[src/rtl/sha256_pkg.sv]
// Shared SHA-256 datapath types: word type, block geometry, message-load FSM states.
// Latency: n/a (declarations only).
// Backpressure: n/a.
package sha256_pkg;

  localparam int WORD_W      = 32;
  localparam int BLOCK_WORDS = 16;
  // Width of a word index within one 512-bit block.
  localparam int IDX_W       = 4;

  typedef logic [31:0] word_t;

  typedef enum logic [1:0] {
    IDLE,
    ISSUE,
    DRAIN,
    FIN
  } msg_load_state_t;

endpackage

[src/rtl/msg_rd_tracker.sv]
// Tracks fixed-latency memory reads: a READ_LATENCY-deep valid/index shift register.
// Latency: a push appears on rsp_valid exactly READ_LATENCY cycles later.
// Backpressure: none; the memory cannot stall, so every push pops on schedule.
module msg_rd_tracker
  import sha256_pkg::*;
#(
  parameter int READ_LATENCY = 1
) (
  input  logic             clock,
  input  logic             reset,
  input  logic             push,
  input  logic [IDX_W-1:0] push_index,
  output logic             rsp_valid,
  output logic [IDX_W-1:0] rsp_index,
  output logic             inflight
);

  logic [READ_LATENCY-1:0] vld_q;
  logic [IDX_W-1:0]        idx_q [READ_LATENCY];

  // Shift the read tags along one stage per cycle; reset drops every outstanding read.
  always_ff @(posedge clock) begin
    if (reset) begin
      vld_q <= '0;
      for (int i = 0; i < READ_LATENCY; i++) begin
        idx_q[i] <= '0;
      end
    end else begin
      vld_q[0] <= push;
      idx_q[0] <= push_index;
      for (int i = 1; i < READ_LATENCY; i++) begin
        vld_q[i] <= vld_q[i-1];
        idx_q[i] <= idx_q[i-1];
      end
    end
  end

  // The oldest stage lines up with the cycle the memory data is valid.
  always_comb begin
    rsp_valid = vld_q[READ_LATENCY-1];
    rsp_index = idx_q[READ_LATENCY-1];
    inflight  = |vld_q;
  end

endmodule

[src/rtl/msg_word_loader.sv]
// Fetches one 512-bit message block as NUM_WORDS words from a read-only memory and streams them out in order.
// Latency: enable sampled -> done = NUM_WORDS + READ_LATENCY + 2 cycles; first word 2 + READ_LATENCY cycles after start.
// Backpressure: none downstream; enables while busy are ignored and a held enable must drop before re-arming.
// Build option: define MSG_LOAD_BYTE_SWAP_EN to byte-reverse each word (little-endian message memory).
module msg_word_loader #(
  parameter int WORD_W       = 32,
  parameter int NUM_WORDS    = 16,
  parameter int ADDR_W       = 16,
  parameter int READ_LATENCY = 1
) (
  input  logic              clock,
  input  logic              reset,
  input  logic              enable,
  input  logic [ADDR_W-1:0] base_addr,
  output logic              mem_rd_en,
  output logic [ADDR_W-1:0] mem_addr,
  input  logic [WORD_W-1:0] mem_rd_data,
  output logic              word_valid,
  output logic [3:0]        word_index,
  output logic [WORD_W-1:0] word_data,
  output logic              busy,
  output logic              done
);

  import sha256_pkg::*;

  msg_load_state_t   state_q;
  msg_load_state_t   state_d;
  logic              armed_q;
  logic [ADDR_W-1:0] base_q;
  logic [IDX_W-1:0]  issue_cnt_q;
  logic              start;
  logic              last_issue;
  logic              rsp_valid;
  logic [IDX_W-1:0]  rsp_index;
  logic              inflight;
  logic [WORD_W-1:0] cap_data;

  assign start      = (state_q == IDLE) && enable && armed_q;
  assign last_issue = (state_q == ISSUE) && (issue_cnt_q == IDX_W'(NUM_WORDS - 1));

`ifdef MSG_LOAD_BYTE_SWAP_EN
  assign cap_data = {<<8{mem_rd_data}};
`else
  assign cap_data = mem_rd_data;
`endif

  // State register.
  always_ff @(posedge clock) begin
    if (reset) begin
      state_q <= IDLE;
    end else begin
      state_q <= state_d;
    end
  end

  // Next-state: issue NUM_WORDS reads, drain the read pipe, then one FIN cycle for done.
  always_comb begin
    state_d = state_q;
    case (state_q)
      IDLE:    if (start)      state_d = ISSUE;
      ISSUE:   if (last_issue) state_d = DRAIN;
      DRAIN:   if (!inflight)  state_d = FIN;
      FIN:                     state_d = IDLE;
      default:                 state_d = IDLE;
    endcase
  end

  // Outputs decoded from state; the address is forced to zero outside ISSUE.
  always_comb begin
    mem_rd_en = (state_q == ISSUE);
    mem_addr  = '0;
    if (state_q == ISSUE) begin
      mem_addr = base_q + ADDR_W'(issue_cnt_q);
    end
    busy = (state_q != IDLE);
    done = (state_q == FIN);
  end

  // Re-arm on any low enable; latch the base and restart the issue count on a start.
  always_ff @(posedge clock) begin
    if (reset) begin
      armed_q     <= 1'b1;
      base_q      <= '0;
      issue_cnt_q <= '0;
    end else begin
      if (!enable) begin
        armed_q <= 1'b1;
      end else if (start) begin
        armed_q <= 1'b0;
      end
      if (start) begin
        base_q      <= base_addr;
        issue_cnt_q <= '0;
      end else if (state_q == ISSUE) begin
        issue_cnt_q <= issue_cnt_q + 1'b1;
      end
    end
  end

  msg_rd_tracker #(
    .READ_LATENCY (READ_LATENCY)
  ) u_rd_tracker (
    .clock      (clock),
    .reset      (reset),
    .push       (mem_rd_en),
    .push_index (issue_cnt_q),
    .rsp_valid  (rsp_valid),
    .rsp_index  (rsp_index),
    .inflight   (inflight)
  );

  // Capture returning data one cycle after it is valid; word_data holds between words.
  always_ff @(posedge clock) begin
    if (reset) begin
      word_valid <= 1'b0;
      word_index <= '0;
      word_data  <= '0;
    end else begin
      word_valid <= rsp_valid;
      if (rsp_valid) begin
        word_index <= rsp_index;
        word_data  <= cap_data;
      end
    end
  end

endmodule

[config.mk]
export PLATFORM = sky130hd
export DESIGN_NAME = msg_word_loader
export DESIGN_NICKNAME = d
export VERILOG_FILES = /design/src/rtl/sha256_pkg.sv /design/src/rtl/msg_rd_tracker.sv /design/src/rtl/msg_word_loader.sv
export SDC_FILE = /design/constraint.sdc
export NUM_CORES = 1
export LEC_CHECK = 0
export ABC_AREA = 1
export CAP_MARGIN = 10
export CORE_AREA = 5 5 86 88
export CTS_BUF_LIST = sky130_fd_sc_hd__clkbuf_2 sky130_fd_sc_hd__clkbuf_4 sky130_fd_sc_hd__clkbuf_8
export CTS_CLUSTER_DIAMETER = 150
export DETAILED_ROUTE_END_ITERATION = 8
export DIE_AREA = 0 0 91 93
export PLACE_DENSITY_LB_ADDON = 0.1
export SETUP_SLACK_MARGIN = 0.05
export SLEW_MARGIN = 20
export SYNTH_ARGS = -nofsm -noshare
export SYNTH_HDL_FRONTEND = slang
export SYNTH_SLANG_ARGS = --single-unit
[constraint.sdc]
create_clock -name clock -period 1.9 [get_ports clock]
set_input_delay 0.285 -clock clock [delete_from_list [all_inputs] [get_ports clock]]
set_output_delay 0.285 -clock clock [all_outputs]
set_load 0.02 [all_outputs]
==> results of run 1 <==
## timing repair
item | 4_1_cts | 5_1_grt
setup endpoints to repair | 19 | 17
pin swaps | 8 | 4
buffers inserted | 2 | 1
resized for setup | 116 | 22
## synthesized netlist by cell type
| cell | count |
|---|---|
| buf_4 | 1 |
| nor4_1 | 1 |
| o21ai_0 | 57 |
| inv_1 | 39 |
| a31oi_1 | 2 |
| inv_2 | 2 |
| nand3_1 | 19 |
| dfxtp_1 | 65 |
| fa_1 | 1 |
| a21oi_1 | 29 |
| clkbuf_8 | 1 |
| nand2_2 | 5 |
| nor2_2 | 3 |
| buf_2 | 6 |
| or2_1 | 1 |
| nor2_1 | 104 |
| ha_1 | 10 |
| nand2_1 | 49 |
| o21ai_1 | 1 |
| buf_6 | 1 |
| nand4_1 | 2 |
| clkbuf_1 | 9 |
| nand3_2 | 2 |
| nor3_1 | 3 |
## state kept, by name, indices dropped and copies added, names as in the netlist
signal and count:
u_rd_tracker.idx_q 4, issue_cnt_q 4, u_rd_tracker.inflight 1, armed_q 1, word_index 4, base_q 16
word_data 32, state_q 2, word_valid 1
## worst max path at each step
stage	start	to	cells past startpoint
floorplan	issue_cnt_q[0]	mem_addr[6]	8
global placement	base_q[0]	mem_addr[8]	11
detailed placement	base_q[0]	mem_addr[8]	11
CTS	base_q[0]	mem_addr[4]	10
global route	issue_cnt_q[0]	mem_addr[4]	9
finish	issue_cnt_q[0]	mem_addr[4]	10
## per-layer routing
metal	global-route usage, %	vias to the layer above	routed length [microns]
met3	5.87	10	545
met2	35.9	69	4440
met1	24.8	1456	3710
met4	5.50	0	92
met5	0	-	0
li1	-	1587	-
## kinds of logic after synthesis
logic type | Yosys count
AND/OR/NAND/NOR | 189
AO/OA/AOI/OAI | 89
flip-flops | 65
buffers and inverters | 59
adder cells (fa/ha/maj) | 11
## area by class of cell
type                    count  area, sq um
clock buffers               9          124
well taps                  80          100
repair buffers            140         1310
fillers                   543         1880
flip-flops and latches     65         1310
clock inverters             7          128
multi-input cells         289         1560
inverters                  41          154
## power breakdown
part | internal [mW] | leakage [nW] | switching, mW | total (mW)
logic | 0.929 | 1.41 | 1.19 | 2.12
registers | 1.68 | 0.536 | 0.215 | 1.90
clock network | 0.887 | 0.126 | 0.586 | 1.47
total | 3.50 | 2.07 | 2.00 | 5.49
## stage by stage
step                TNS (ps)  utilization, %
floorplan                  0               -
global placement       -4350            64.8
detailed placement     -4810            64.8
CTS                    -2010            70.4
global route           -3160            71.4
finish                 -2120            71.4
## critical path, delay by kind of cell (launching register included)
kind | cells | cell delay (ps)
compound gates | 1 | 60
fa+ha+maj | 2 | 460
buf+inv | 5 | 460
flops | 1 | 370
simple gates | 2 | 190
==> results.yml, run 1 <==
outcome:
  status: "finished with violations"
  violations: "negative setup slack"
yosys:
  syn_area_sq_um: 2920
  synth-compound-area-share_pct: 15.3
  ys_warn_count: 0
  yosys.area_share.simple_pct: 26.7
  ys_types: 24
  synth_top_area_share_pct: 44.5
  syn-num-nets: 475
  yosysTopAreaCell: "dfxtp_1"
  synth_xor_area_share_pct: 0
  synthAdderAreaFrac_pct: 4.96
  synth_top_family_by_area: "simple AND/OR/NAND/NOR gates"
  syn-mean-instance-area_sq_um: 7.08
  synth_seq_cells: 65
  seq_area_frac_synth_pct: 44.5
  synthCells: 413
  synth.area.top_cells: "dfxtp_1 45%, nor2_1 13%, o21ai_0 9.8%"
  yosys-mux-area-fraction_pct: 0
worst_setup_path:
  r2r_cells: 8
  worstSetupPathType: "reg -> out"
  startpoint_type: "register"
  cp_max_fo: 5
  slowest_stage: "dfxtp_2"
  max_stage_delay_ps: 370
  cp.required_ps: 1620
  rr_endpoint: "state_q[1]"
  worstPathArrival_ps: 1880
  r2r_setup_slack_ps: 370
  worstPathCellList: "ha_4 -> inv_2 -> fa_2 -> inv_2 -> nand3_2 -> nand3_4 -> buf_4 -> buf_4 -> a21oi_2 -> buf_6"
  reg2reg_from: "issue_cnt_q[0]"
  cp-end-kind: "primary output"
clock_tree:
  insertion_delay_ps: 340
  cts_sinks: 65
  h-tree-depth: 3
  cts_root_buffer: "clkbuf_8"
  cts_tree: "yes"
  clkTransAtPathRegs_ps: 80
  cts_hold_buf: 0
  cts_buffers: 9
  cts.path.max_buffers: 2
floorplan:
  core-area_sq_um: 6570
  die_h_microns: 93
  die_w_microns: 91
  dieArea_sq_um: 8460
  start_util_pct: 44.5
  ios: 107
  rows: 30
placement:
  place_congestion: 0.874
  placed_area_sq_um: 4260
  dp_hpwl_mm: 6.14
  io_buffer_count: 106
  place_inst: 612
  place_ws_ps: -497
timing:
  fin_worst_skew_ps: 8.86
  slew_headroom_pct: 57.7
  setup_viol: 14
  maxSlewViolCount: 0
  timing.hold.ws_ps: 464
  rsz0062_at_grt: "yes"
  worst_slack_ps: -264
  finalCritPeriodShare_pct: 114
  hold_viol: 0
  fmax_mhz: 462
  min_period_ps: 2160
  tightest_slew_ps: 634
finish:
  final_cells: 631
  n_antenna_cell: 0
  synthToLayoutAreaGrowth_pct: 60.5
  final_cell_mix: "98 x nor2_1, 87 x clkdlybuf4s50_1, 56 x dfxtp_1, 53 x o21ai_0, 41 x nand2_1"
  drive_gt1_share_pct: 22.0
  finalInstanceArea_sq_um: 4690
  fin_nets: 608
  final_common_cell: "nor2_1"
pwr:
  total_power_mw: 5.49
  p_leak_nw: 2.07
  power_density_nw_per_um2: 1170
  vdd_drop_max_uv: 676
hold_path:
  holdPathEnd: "word_index[0]"
  hp-start: "u_rd_tracker.idx_q[0][0]"
  hold_path.class: "reg -> reg"
  worstHoldPathCells: 2
detailed_routing:
  ant_nets: 0
  dr.pass1.iters: 4
  routed_wl_mm: 8.78
  drc: 0
  vias: 3122
  vias_per_cell: 4.95
  drtIter0Drc: 150
  wire_per_inst_microns: 13.9
grt:
  first_global_vias: 3073
  grt_pass1_wl_mm: 14.3
  overflow: 0
  grt.total_usage_pct: 20.6
  grt_start_max_net_pins: 38
  antenna_found_initial: 0
run:
  cap_violations: 0
No activity file was read; power rests on OpenSTA's default activity.
==> run 2, diff against run 1 <==
--- a/config.mk
+++ b/config.mk
@@ -7,11 +7,11 @@
 export LEC_CHECK = 0
 export ABC_AREA = 1
 export CAP_MARGIN = 10
-export CORE_AREA = 5 5 86 88
+export CORE_AREA = 5 5 71 99
 export CTS_BUF_LIST = sky130_fd_sc_hd__clkbuf_2 sky130_fd_sc_hd__clkbuf_4 sky130_fd_sc_hd__clkbuf_8
 export CTS_CLUSTER_DIAMETER = 150
 export DETAILED_ROUTE_END_ITERATION = 8
-export DIE_AREA = 0 0 91 93
+export DIE_AREA = 0 0 76 104
 export PLACE_DENSITY_LB_ADDON = 0.1
 export SETUP_SLACK_MARGIN = 0.05
 export SLEW_MARGIN = 20
==> constraint.sdc (replaced) <==
create_clock -name clock -period 2.5 [get_ports clock]
set_input_delay 0.375 -clock clock [delete_from_list [all_inputs] [get_ports clock]]
set_output_delay 0.375 -clock clock [all_outputs]
set_load 0.02 [all_outputs]
==> results.yml, run 2 (synthesized netlist as in run 1, its figures left out) <==
outcome:
  status: "finished clean"
worst_setup_path:
  startpoint_type: "register"
  slowest_stage: "dfxtp_1"
  cp-end-kind: "primary output"
  max_stage_delay_ps: 340
  cp.required_ps: 2120
  cp_max_fo: 4
  cp_top_family: "adder cells"
  path_buf_inv: 4
  worstPathArrival_ps: 1950
  worstSetupPathType: "reg -> out"
  worstPathCellList: "ha_2 -> inv_1 -> fa_2 -> inv_2 -> nand3_1 -> nand3_2 -> buf_4 -> nand4_1 -> nand2_1 -> nor2_1 -> buf_2"
timing:
  tightest_slew_ps: 734
  rsz0062_at_grt: "no"
  fin_tns_setup_ps: 0
  hold_viol: 0
  slew_headroom_pct: 51.0
  setup_viol: 0
  maxSlewViolCount: 0
  fin_worst_skew_ps: 8.74
  finalCritPeriodShare_pct: 92.9
  min_period_ps: 2320
  fmax_mhz: 430
clock_tree:
  post_cts_buffers: 0
  cts_tree: "yes"
  cts.path.max_buffers: 2
  cts_buffers: 9
  cts_root_buffer: "clkbuf_8"
  h-tree-depth: 3
  insertion_delay_ps: 330
  cts_sinks: 65
  clkTransAtPathRegs_ps: 70
  cts_hold_buf: 0
grt:
  antenna_found_initial: 0
  overflow: 0
  grt.total_usage_pct: 20.5
  grt_pass1_wl_mm: 13.4
  first_global_vias: 2936
  grt_start_max_net_pins: 38
detailed_routing:
  top_layer: "met4"
  routed_wl_mm: 8.02
  vias: 2985
  drc: 0
  wl_met3_microns: 619
  wl_met1_mm: 3.04
  vias_per_cell: 4.98
  wl_met2_mm: 4.15
  ant_nets: 0
  wire_per_inst_microns: 13.4
  drtIter0Drc: 60
  dr.pass1.iters: 4
finish:
  top_register: "word_data"
  fillers: 550
  final_common_cell: "nor2_1"
  multi_input_area_sq_um: 1390
  drive_gt1_share_pct: 11.0
  fin_nets: 584
  largest_register_ffs: 32
  n_antenna_cell: 0
  reg_top3: "word_data: 32 flops, base_q: 16 flops"
  final_cell_mix: "104 x nor2_1, 91 x clkdlybuf4s50_1, 63 x dfxtp_1, 57 x o21ai_0, 49 x nand2_1"
  ff_latch_area_sq_um: 1300
  synthToLayoutAreaGrowth_pct: 44.6
pwr:
  p_leak_nw: 1.87
  vdd_drop_max_uv: 547
  power_density_nw_per_um2: 890
  total_power_mw: 3.76
floorplan:
  die_h_microns: 104
  dieArea_sq_um: 7900
  rows: 34
  ios: 107
  die_w_microns: 76
  core-area_sq_um: 6080
  start_util_pct: 48.1
placement:
  place_congestion: 0.934
  dp_hpwl_mm: 5.95
  io_buffer_count: 106
hold_path:
  hold_path.class: "reg -> reg"
run:
  cap_violations: 0
[run 2: layer usage]
layer  up-vias  global-route usage, %
li1       1537                      -
met1      1327                   20.6
met2       102                   37.1
met3        19                   7.71
met4         0                   8.52
met5         -                      0
[run 2: power breakdown]
part           total [mW]  switching, mW  internal, mW
registers            1.45          0.180          1.27
logic                1.37          0.797         0.577
clock network       0.938          0.397         0.541
total                3.76           1.37          2.39
[run 2: cell type report]
cell class | count | area share (%)
well taps | 72 | 2.13
flip-flops and latches | 65 | 30.8
repair buffers | 116 | 25.5
inverters | 41 | 3.64
clock buffers | 12 | 3.91
multi-input cells | 289 | 32.8
clock inverters | 4 | 1.18
[run 2: tightest hold or removal path, cell delays in order, from the launching register on]
cell	delay, ps
dfxtp_1	320
inv_1	50
a21oi_1	50
[run 2: timing repair]
action | 4_1_cts | 5_1_grt
setup endpoints to repair | 15 | 12
pin swaps | 0 | 1
cloned | 0 | 0
resized for setup | 30 | 24
[run 2: final timing paths]
kind | start | depth (start not counted) | slack (ps) | end
worst max-delay path | base_q[0] | 11 | 180 | mem_addr[12]
worst min-delay path | base_q[2] | 2 | 460 | base_q[2]
worst max register to register | u_rd_tracker.inflight | 3 | 850 | word_data[23]
worst min register to register | base_q[2] | 2 | 460 | base_q[2]
[run 2: stage by stage]
stage | setup slack, ps | cell area [sq um] | std cells | hold WS (ps) | utilization, %
2_1_floorplan | 413 | 2920 | 413 | 427 | -
6_report | 177 | 4230 | 599 | 462 | 69.5
3_3_place_gp | 46.7 | 4050 | 583 | 442 | 66.6
4_1_cts | 50.9 | 4270 | 599 | 456 | 70.1
5_1_grt | 34.4 | 4230 | 599 | 484 | 69.5
3_5_place_dp | 36.8 | 4050 | 583 | 445 | 66.6
